## src/rtl/multiword_adder_pkg.sv

```systemverilog
// Shared types for sequential multiword arithmetic wrappers.
// Holds the chain FSM state and the registered output beat layout.
package multiword_adder_pkg;

   // Widest word / index any wrapper may use; narrower ones zero-pad
   localparam int unsigned MWA_MAX_DW = 256;
   localparam int unsigned MWA_MAX_IW = 8;

   typedef enum logic {
      IDLE  = 1'b0,
      CHAIN = 1'b1
   } mwa_state_e;

   typedef struct packed {
      logic [MWA_MAX_DW-1:0] result;
      logic                  carry;
      logic                  overflow;
      logic [MWA_MAX_IW-1:0] idx;
      logic                  last;
      logic                  error;
   } mwa_beat_t;

endpackage

```

## src/rtl/multiword_adder_csa.sv

```systemverilog
// Carry-select adder: i_a + i_b + i_carry -> {o_carry, o_sum}.
// Each block precomputes sums for carry-in 0/1 and selects on the real carry.
module carry_select_adder #(
   parameter int unsigned DATA_WIDTH  = 32,
   parameter int unsigned BLOCK_WIDTH = 4
) (
   input  logic [DATA_WIDTH-1:0] i_a,
   input  logic [DATA_WIDTH-1:0] i_b,
   input  logic                  i_carry,
   output logic [DATA_WIDTH-1:0] o_sum,
   output logic                  o_carry
);

   localparam int unsigned NB = DATA_WIDTH / BLOCK_WIDTH;

   logic [NB:0] w_c;

   assign w_c[0]  = i_carry;
   assign o_carry = w_c[NB];

   for (genvar g = 0; g < NB; g++) begin : g_blk
      logic [BLOCK_WIDTH-1:0] w_a;
      logic [BLOCK_WIDTH-1:0] w_b;
      logic [BLOCK_WIDTH:0]   w_s0;
      logic [BLOCK_WIDTH:0]   w_s1;

      assign w_a  = i_a[g*BLOCK_WIDTH +: BLOCK_WIDTH];
      assign w_b  = i_b[g*BLOCK_WIDTH +: BLOCK_WIDTH];
      assign w_s0 = {1'b0, w_a} + {1'b0, w_b};
      assign w_s1 = {1'b0, w_a} + {1'b0, w_b}
                  + {{BLOCK_WIDTH{1'b0}}, 1'b1};

      assign o_sum[g*BLOCK_WIDTH +: BLOCK_WIDTH] =
         w_c[g] ? w_s1[BLOCK_WIDTH-1:0] : w_s0[BLOCK_WIDTH-1:0];
      assign w_c[g+1] = w_c[g] ? w_s1[BLOCK_WIDTH] : w_s0[BLOCK_WIDTH];
   end

endmodule

```

## src/rtl/multiword_adder.sv

```systemverilog
// Streams wide operands LSW-first, one word per beat, chaining the carry.
// Ports: clk_i/rst_n_i; in beat operand_A_i, operand_B_i, carry_i, last_i,
// valid_i/ready_o; out beat result_o, carry_o, overflow_o, word_idx_o,
// last_o, error_o, valid_o/ready_i. One-cycle latency, full throughput.
module multiword_adder
   import multiword_adder_pkg::*;
#(
   parameter int unsigned DATA_WIDTH  = 32,
   parameter int unsigned BLOCK_WIDTH = 4,
   parameter int unsigned MAX_WORDS   = 8,
   localparam int unsigned IDX_W      = $clog2(MAX_WORDS)
) (
   input  logic                  clk_i,
   input  logic                  rst_n_i,
   input  logic [DATA_WIDTH-1:0] operand_A_i,
   input  logic [DATA_WIDTH-1:0] operand_B_i,
   input  logic                  carry_i,
   input  logic                  last_i,
   input  logic                  valid_i,
   output logic                  ready_o,
   output logic [DATA_WIDTH-1:0] result_o,
   output logic                  carry_o,
   output logic                  overflow_o,
   output logic [IDX_W-1:0]      word_idx_o,
   output logic                  last_o,
   output logic                  error_o,
   output logic                  valid_o,
   input  logic                  ready_i
);

   if (DATA_WIDTH % BLOCK_WIDTH != 0) begin : g_chk_blk
      $error("DATA_WIDTH must be a multiple of BLOCK_WIDTH");
   end
   if (MAX_WORDS < 2) begin : g_chk_mw
      $error("MAX_WORDS must be at least 2");
   end
   if (DATA_WIDTH > MWA_MAX_DW || IDX_W > MWA_MAX_IW) begin : g_chk_w
      $error("width exceeds package beat layout");
   end

   localparam int unsigned MSB = DATA_WIDTH - 1;
   localparam logic [IDX_W-1:0] LAST_IDX = IDX_W'(MAX_WORDS - 1);

   mwa_state_e            r_state;
   mwa_state_e            w_state_nxt;
   logic                  r_carry;
   logic [IDX_W-1:0]      r_cnt;
   logic                  r_valid;
   mwa_beat_t             r_beat;
   mwa_beat_t             w_beat;

   logic                  w_accept;
   logic                  w_cin;
   logic                  w_cnt_max;
   logic                  w_final;
   logic [DATA_WIDTH-1:0] w_sum;
   logic                  w_cout;
   logic                  w_unused;

   assign ready_o  = ~r_valid | ready_i;
   assign w_accept = valid_i & ready_o;

   // Only the first word of a transaction takes the external carry
   assign w_cin     = (r_state == CHAIN) ? r_carry : carry_i;
   assign w_cnt_max = (r_cnt == LAST_IDX);
   assign w_final   = last_i | w_cnt_max;

   carry_select_adder #(
      .DATA_WIDTH  (DATA_WIDTH),
      .BLOCK_WIDTH (BLOCK_WIDTH)
   ) u_csa (
      .i_a     (operand_A_i),
      .i_b     (operand_B_i),
      .i_carry (w_cin),
      .o_sum   (w_sum),
      .o_carry (w_cout)
   );

   always_comb begin
      w_state_nxt = r_state;
      if (w_accept) begin
         unique case (r_state)
            IDLE:    w_state_nxt = w_final ? IDLE : CHAIN;
            CHAIN:   w_state_nxt = w_final ? IDLE : CHAIN;
            default: w_state_nxt = IDLE;
         endcase
      end
   end

   always_comb begin
      w_beat                    = '0;
      w_beat.result[MSB:0]      = w_sum;
      w_beat.carry              = w_cout;
      w_beat.idx[IDX_W-1:0]     = r_cnt;
      w_beat.last               = w_final;
      // Counter forced the end without the producer marking it
      w_beat.error              = w_cnt_max & ~last_i;
      w_beat.overflow           = w_final
                                & (operand_A_i[MSB] == operand_B_i[MSB])
                                & (w_sum[MSB] != operand_A_i[MSB]);
   end

   always_ff @(posedge clk_i or negedge rst_n_i) begin
      if (!rst_n_i) begin
         r_state <= IDLE;
         r_carry <= 1'b0;
         r_cnt   <= '0;
         r_valid <= 1'b0;
         r_beat  <= '0;
      end else begin
         r_state <= w_state_nxt;
         if (w_accept) begin
            r_beat  <= w_beat;
            r_valid <= 1'b1;
            r_carry <= w_cout;
            r_cnt   <= w_final ? '0 : r_cnt + 1'b1;
         end else if (ready_i) begin
            r_valid <= 1'b0;
         end
      end
   end

   assign valid_o    = r_valid;
   assign result_o   = r_beat.result[MSB:0];
   assign carry_o    = r_beat.carry;
   assign overflow_o = r_beat.overflow;
   assign word_idx_o = r_beat.idx[IDX_W-1:0];
   assign last_o     = r_beat.last;
   assign error_o    = r_beat.error;

   // Padding bits of the shared beat layout are never driven non-zero
   assign w_unused = ^r_beat;

endmodule
```

## config.mk

```make
export PLATFORM = sky130hd
export DESIGN_NAME = multiword_adder
export DESIGN_NICKNAME = d
export VERILOG_FILES = /design/src/rtl/multiword_adder_pkg.sv /design/src/rtl/multiword_adder_csa.sv /design/src/rtl/multiword_adder.sv
export SDC_FILE = /design/constraint.sdc
export NUM_CORES = 1
export LEC_CHECK = 0
export CORE_MARGIN = 4
export CORE_UTILIZATION = 43
export CTS_CLUSTER_DIAMETER = 120
export CTS_CLUSTER_SIZE = 28
export DETAILED_ROUTE_END_ITERATION = 10
export PLACE_DENSITY = 0.87
export SLEW_MARGIN = 5
export SYNTH_ARGS = -nofsm -noshare
export SYNTH_HDL_FRONTEND = slang
export SYNTH_HIERARCHICAL = 1
export SYNTH_SLANG_ARGS = --single-unit
```

## constraint.sdc

```tcl
create_clock -name clk_i -period 4.2 [get_ports clk_i]
set_input_delay 1.05 -clock clk_i [delete_from_list [all_inputs] [get_ports clk_i]]
set_output_delay 1.05 -clock clk_i [all_outputs]
set_load 0.05 [all_outputs]
```

==> flow_summary.rst <==
.. list-table::
   :header-rows: 1

   * - Metric
     - Value
   * - Largest driver fanout on the critical path
     - 4
   * - Commonest cells after routing, fill and taps aside
     - clkdlybuf4s50_1 (99), buf_4 (57), dfrtp_1 (44)
   * - Met1 capacity usage during global routing
     - 21.5%
   * - Met3 usage in global routing
     - 3.61%
   * - Pin count of the biggest net entering global routing
     - 45
   * - Post-synthesis instance total
     - 313
   * - Number of buffers on the longest clock path
     - 2
   * - Routed vias/inst
     - 5.19
   * - Number of ports placed on the die boundary
     - 111
   * - WP data required
     - 4.43 ns
   * - Largest incremental delay on the critical path
     - 0.45 ns
   * - Leakage power of the design
     - between 2 and 2.5 nW
   * - Final hold violation count
     - 0
   * - Post-synthesis cell type with the largest combined area
     - dfrtp_1
   * - Max-slew violation count
     - 0
   * - Worst setup path category
     - primary input to register
   * - Power per unit of standard cell area
     - 428 nW/µm²
   * - Remaining routing DRC violations
     - 0
   * - Status
     - finished, violations left
   * - Tightest slew margin relative to the limit
     - 33.6%
   * - Die X-Extent
     - about 99 µm
   * - Clock period minus worst slack
     - 5.18 ns
   * - CTS tree
     - yes
   * - Worst min-delay path startpoint
     - last_o$_DFFE_PN0P_
   * - Hold endpoint
     - last_o$_DFFE_PN0P_
   * - Unrepaired setup endpoints after global routing
     - true
   * - Detail Route Antenna Nets
     - 0
   * - Clock Tree Root
     - clkbuf_8
   * - Share of post-route cells with drive strength above 1
     - between 30% and 40%
   * - Number of failing setup endpoints in the final timing report
     - 14
   * - Slowest stage cell on the critical path
     - clkdlybuf4s50_1
   * - DRT Wirelength
     - 9.47 mm
   * - Final cell area excluding filler cells
     - 5530 µm²
   * - First-pass GRT wire length
     - 15.0 mm
   * - Top cells by area, synth
     - dfrtp_1 (31%), ha_1 (15%), mux2_2 (13%), xnor2_1 (7.4%), fa_1 (4.5%)
   * - Launch instance of the worst register-to-register path
     - r_state$_DFFE_PN0P_
   * - Maximum clock frequency
     - 193 MHz
   * - Initial antenna violation count
     - 0
   * - Global-route track usage on met2
     - between 30% and 40%
   * - Die Area
     - 9800 µm²
   * - Total via count after detailed routing
     - approximately 3100
   * - Violated checks
     - negative setup slack
   * - Type of the tightest min-delay check
     - register to register
   * - Crit. End Element
     - register
   * - Initial cell density of the core
     - 45.1%
   * - Total global-route track usage
     - 18.7%
   * - Congestion Overflow GR
     - 0
   * - Core area
     - 7890 µm²
   * - Sequential cell area fraction in the yosys report
     - 30.9%
   * - VDD IR max
     - 0.339 mV
   * - Depth of the CTS H-tree
     - 2
   * - Area share of the leading cell type in the synthesized netlist
     - 30.9%
   * - Fin Clk Skew
     - ~0.0098 ns
   * - FF-to-FF setup slack
     - roughly 0.030 ns
   * - Antenna fix cells
     - 0
   * - Slew of the pin with the lowest slew margin
     - roughly 1.0 ns
   * - Endpoint of the worst-slack reg-to-reg timing path
     - overflow_o$_DFFE_PN0P_
   * - Final net count
     - 610
   * - Via count of the first global-routing pass
     - between 3000 and 4000
   * - Post-layout util
     - 70.1%
   * - Synthesized cell area
     - around 3600 µm²
   * - Source-to-sink clock delay at the later pin of the worst-skew pair
     - 0.29 ns
   * - Routed length per placed instance
     - roughly 16 µm
   * - Layer with the highest usage after global routing
     - met2
   * - CTS Hold Buffers Added
     - 0
   * - Layout-stage area growth over the synthesis result
     - 55.4%
   * - Max Cap Violations
     - 0
   * - CP most frequent cell
     - mux2i_1
   * - Synthesized flop and latch total
     - between 40 and 50
   * - Worst Slack Setup Final
     - -0.978 ns
   * - Standard cell area after detailed placement
     - 5190 µm²
   * - GPL Wtd Cong
     - between 0.7 and 0.8
   * - Length of the first detailed-routing pass in iterations
     - 4
   * - Average size of a mapped cell
     - 11.4 µm²
   * - Row Count
     - 32
   * - Worst hold-check slack
     - between 0.4 and 0.5 ns
   * - Overall Power
     - 2.37 mW
   * - Cts bufs inserted
     - 5
   * - Buffers on Ports
     - 110
   * - Die boundary height
     - 99.0 µm
   * - Count of synthesis-stage warnings from yosys
     - 6
   * - Count of cells along the worst hold path
     - 1
   * - Total clock sinks
     - 44
   * - HPWL reported at the end of detailed placement
     - 7.32 mm
   * - Depth of the worst register-to-register path
     - 16
   * - Number of unique standard cell types used by synthesis
     - 39
   * - Filler Cells Inserted
     - 575
   * - Crit path DAT
     - 5.41 ns
   * - Most common library cell in the layout ignoring fill and taps
     - clkdlybuf4s50_1
   * - Starting DRC count in detailed routing
     - about 110
   * - Tcrit/Tclk final
     - 123%
   * - Post-Syn Nets
     - 433
   * - CP cell instances
     - clkdlybuf4s50_1 -> ha_4 -> or4bb_1 -> o21ai_2 -> o31ai_2 -> a221oi_2 -> mux2i_1 -> mux2i_1 -> mux2i_1 -> mux2i_1 -> buf_4 -> mux2i_4 -> mux2i_1 -> xnor2_1 -> or3b_4 -> a21oi_2 -> mux2_4
   * - Register clock-pin slew on the reported worst setup and hold paths
     - 0.08 ns
   * - Type of origin of the critical path
     - primary input
[through the flow]
stage                     instances  setup TNS [ns]  setup WS [ns]
after global placement          574          -19.31          -1.57
after floorplan                 313           -7.39          -1.11
after CTS                       590           -7.07         -0.898
after detailed placement        574          -21.33          -1.69
final                           593           -8.80         -0.978
after global routing            593          -12.34          -1.24
[how the worst max path moves through the flow]
stage	startpoint	to	slack, ns
final	operand_A_i[6]	overflow_o$_DFFE_PN0P_	-0.98
after floorplan	operand_A_i[0]	overflow_o$_DFFE_PN0P_	-1.11
after CTS	operand_B_i[0]	overflow_o$_DFFE_PN0P_	-0.90
after global routing	operand_B_i[0]	overflow_o$_DFFE_PN0P_	-1.24
after detailed placement	operand_A_i[0]	overflow_o$_DFFE_PN0P_	-1.69
after global placement	operand_A_i[0]	overflow_o$_DFFE_PN0P_	-1.57
[sequential cells by signal, indices dropped and copies added, names as in the netlist]
name,flops
last_o,1
r_cnt,3
overflow_o,1
carry_o,1
error_o,1
r_state,1
result_o,32
valid_o,1
word_idx_o,3
[worst max-delay path: cells and delay by family]
family | cells | cell delay [ns]
and+or+nand+nor | 2 | 0.82
adders and majority gates | 1 | 0.30
muxes | 7 | 1.83
xor gates and xnor gates | 1 | 0.16
buffers and inverters | 2 | 0.61
AOI/OAI and AO/OA | 4 | 0.63
[cell families (layout without fill, tap and decap cells)]
family	after synthesis	after routing	share of synthesized area (%)
AO/OA/AOI/OAI	46	46	8.61
XOR/XNOR	47	47	11.6
multiplexers	55	55	17.7
buffers and inverters	11	189	1.86
AND/OR/NAND/NOR	60	60	10.1
adder cells (fa/ha/maj)	50	50	19.3
flip-flops	44	44	30.9
[synth_stat cells]
master    number
dfrtp_1       44
ha_1          42
mux2_2        40
xnor2_1       30
a21oi_1       17
xor2_1        17
a21o_1        16
nand2_1       15
nand4_1        9
fa_1           8
mux2i_1        8
nand3_1        7
inv_1          6
nand3b_1       6
mux2_4         5
nor2_1         5
o21ai_0        5
and2_1         3
buf_6          3
nand4b_1       3
buf_2          2
nor2b_1        2
nor3_1         2
o31ai_1        2
or4bb_1        2
a2111o_1       1
a211o_2        1
a221oi_2       1
a22o_2         1
and2_4         1
and3b_1        1
mux2_1         1
mux2i_2        1
nand2b_1       1
nand2b_4       1
nor4bb_1       1
o21a_1         1
o21bai_1       1
or3b_2         1
[final cells by class]
cell class	count	area, µm²	area share [%]
Clock inverter	2	35.0	0.633
Timing Repair Buffer	175	1600	28.9
Inverter	6	22.5	0.407
Tap cell	102	128	2.31
Multi-Input combinational cell	258	2570	46.5
Sequential cell	44	1100	19.9
Clock buffer	6	72.6	1.31
[per-layer routing]
layer  up-vias  part of all wire, %
li1       1488                    -
met1      1501                   40
met4         0                  1.3
met3        11                  5.5
met5         -                    0
met2        80                   53
[power breakdown]
| group | internal [mW] | switching (mW) | leakage, nW |
|---|---|---|---|
| Clock | 0.177 | 0.141 | 0.0552 |
| Combinational | 0.634 | 0.786 | 1.90 |
| Sequential | 0.552 | 0.0795 | 0.527 |
| Total | 1.36 | 1.01 | 2.48 |
[what timing repair did]
item | 4_1_cts | 5_1_grt
setup buffers | 9 | 3
pin swaps | 19 | 6
resized for setup | 51 | 5
setup endpoints to repair | 21 | 18
(Power assumes the default switching activity.)
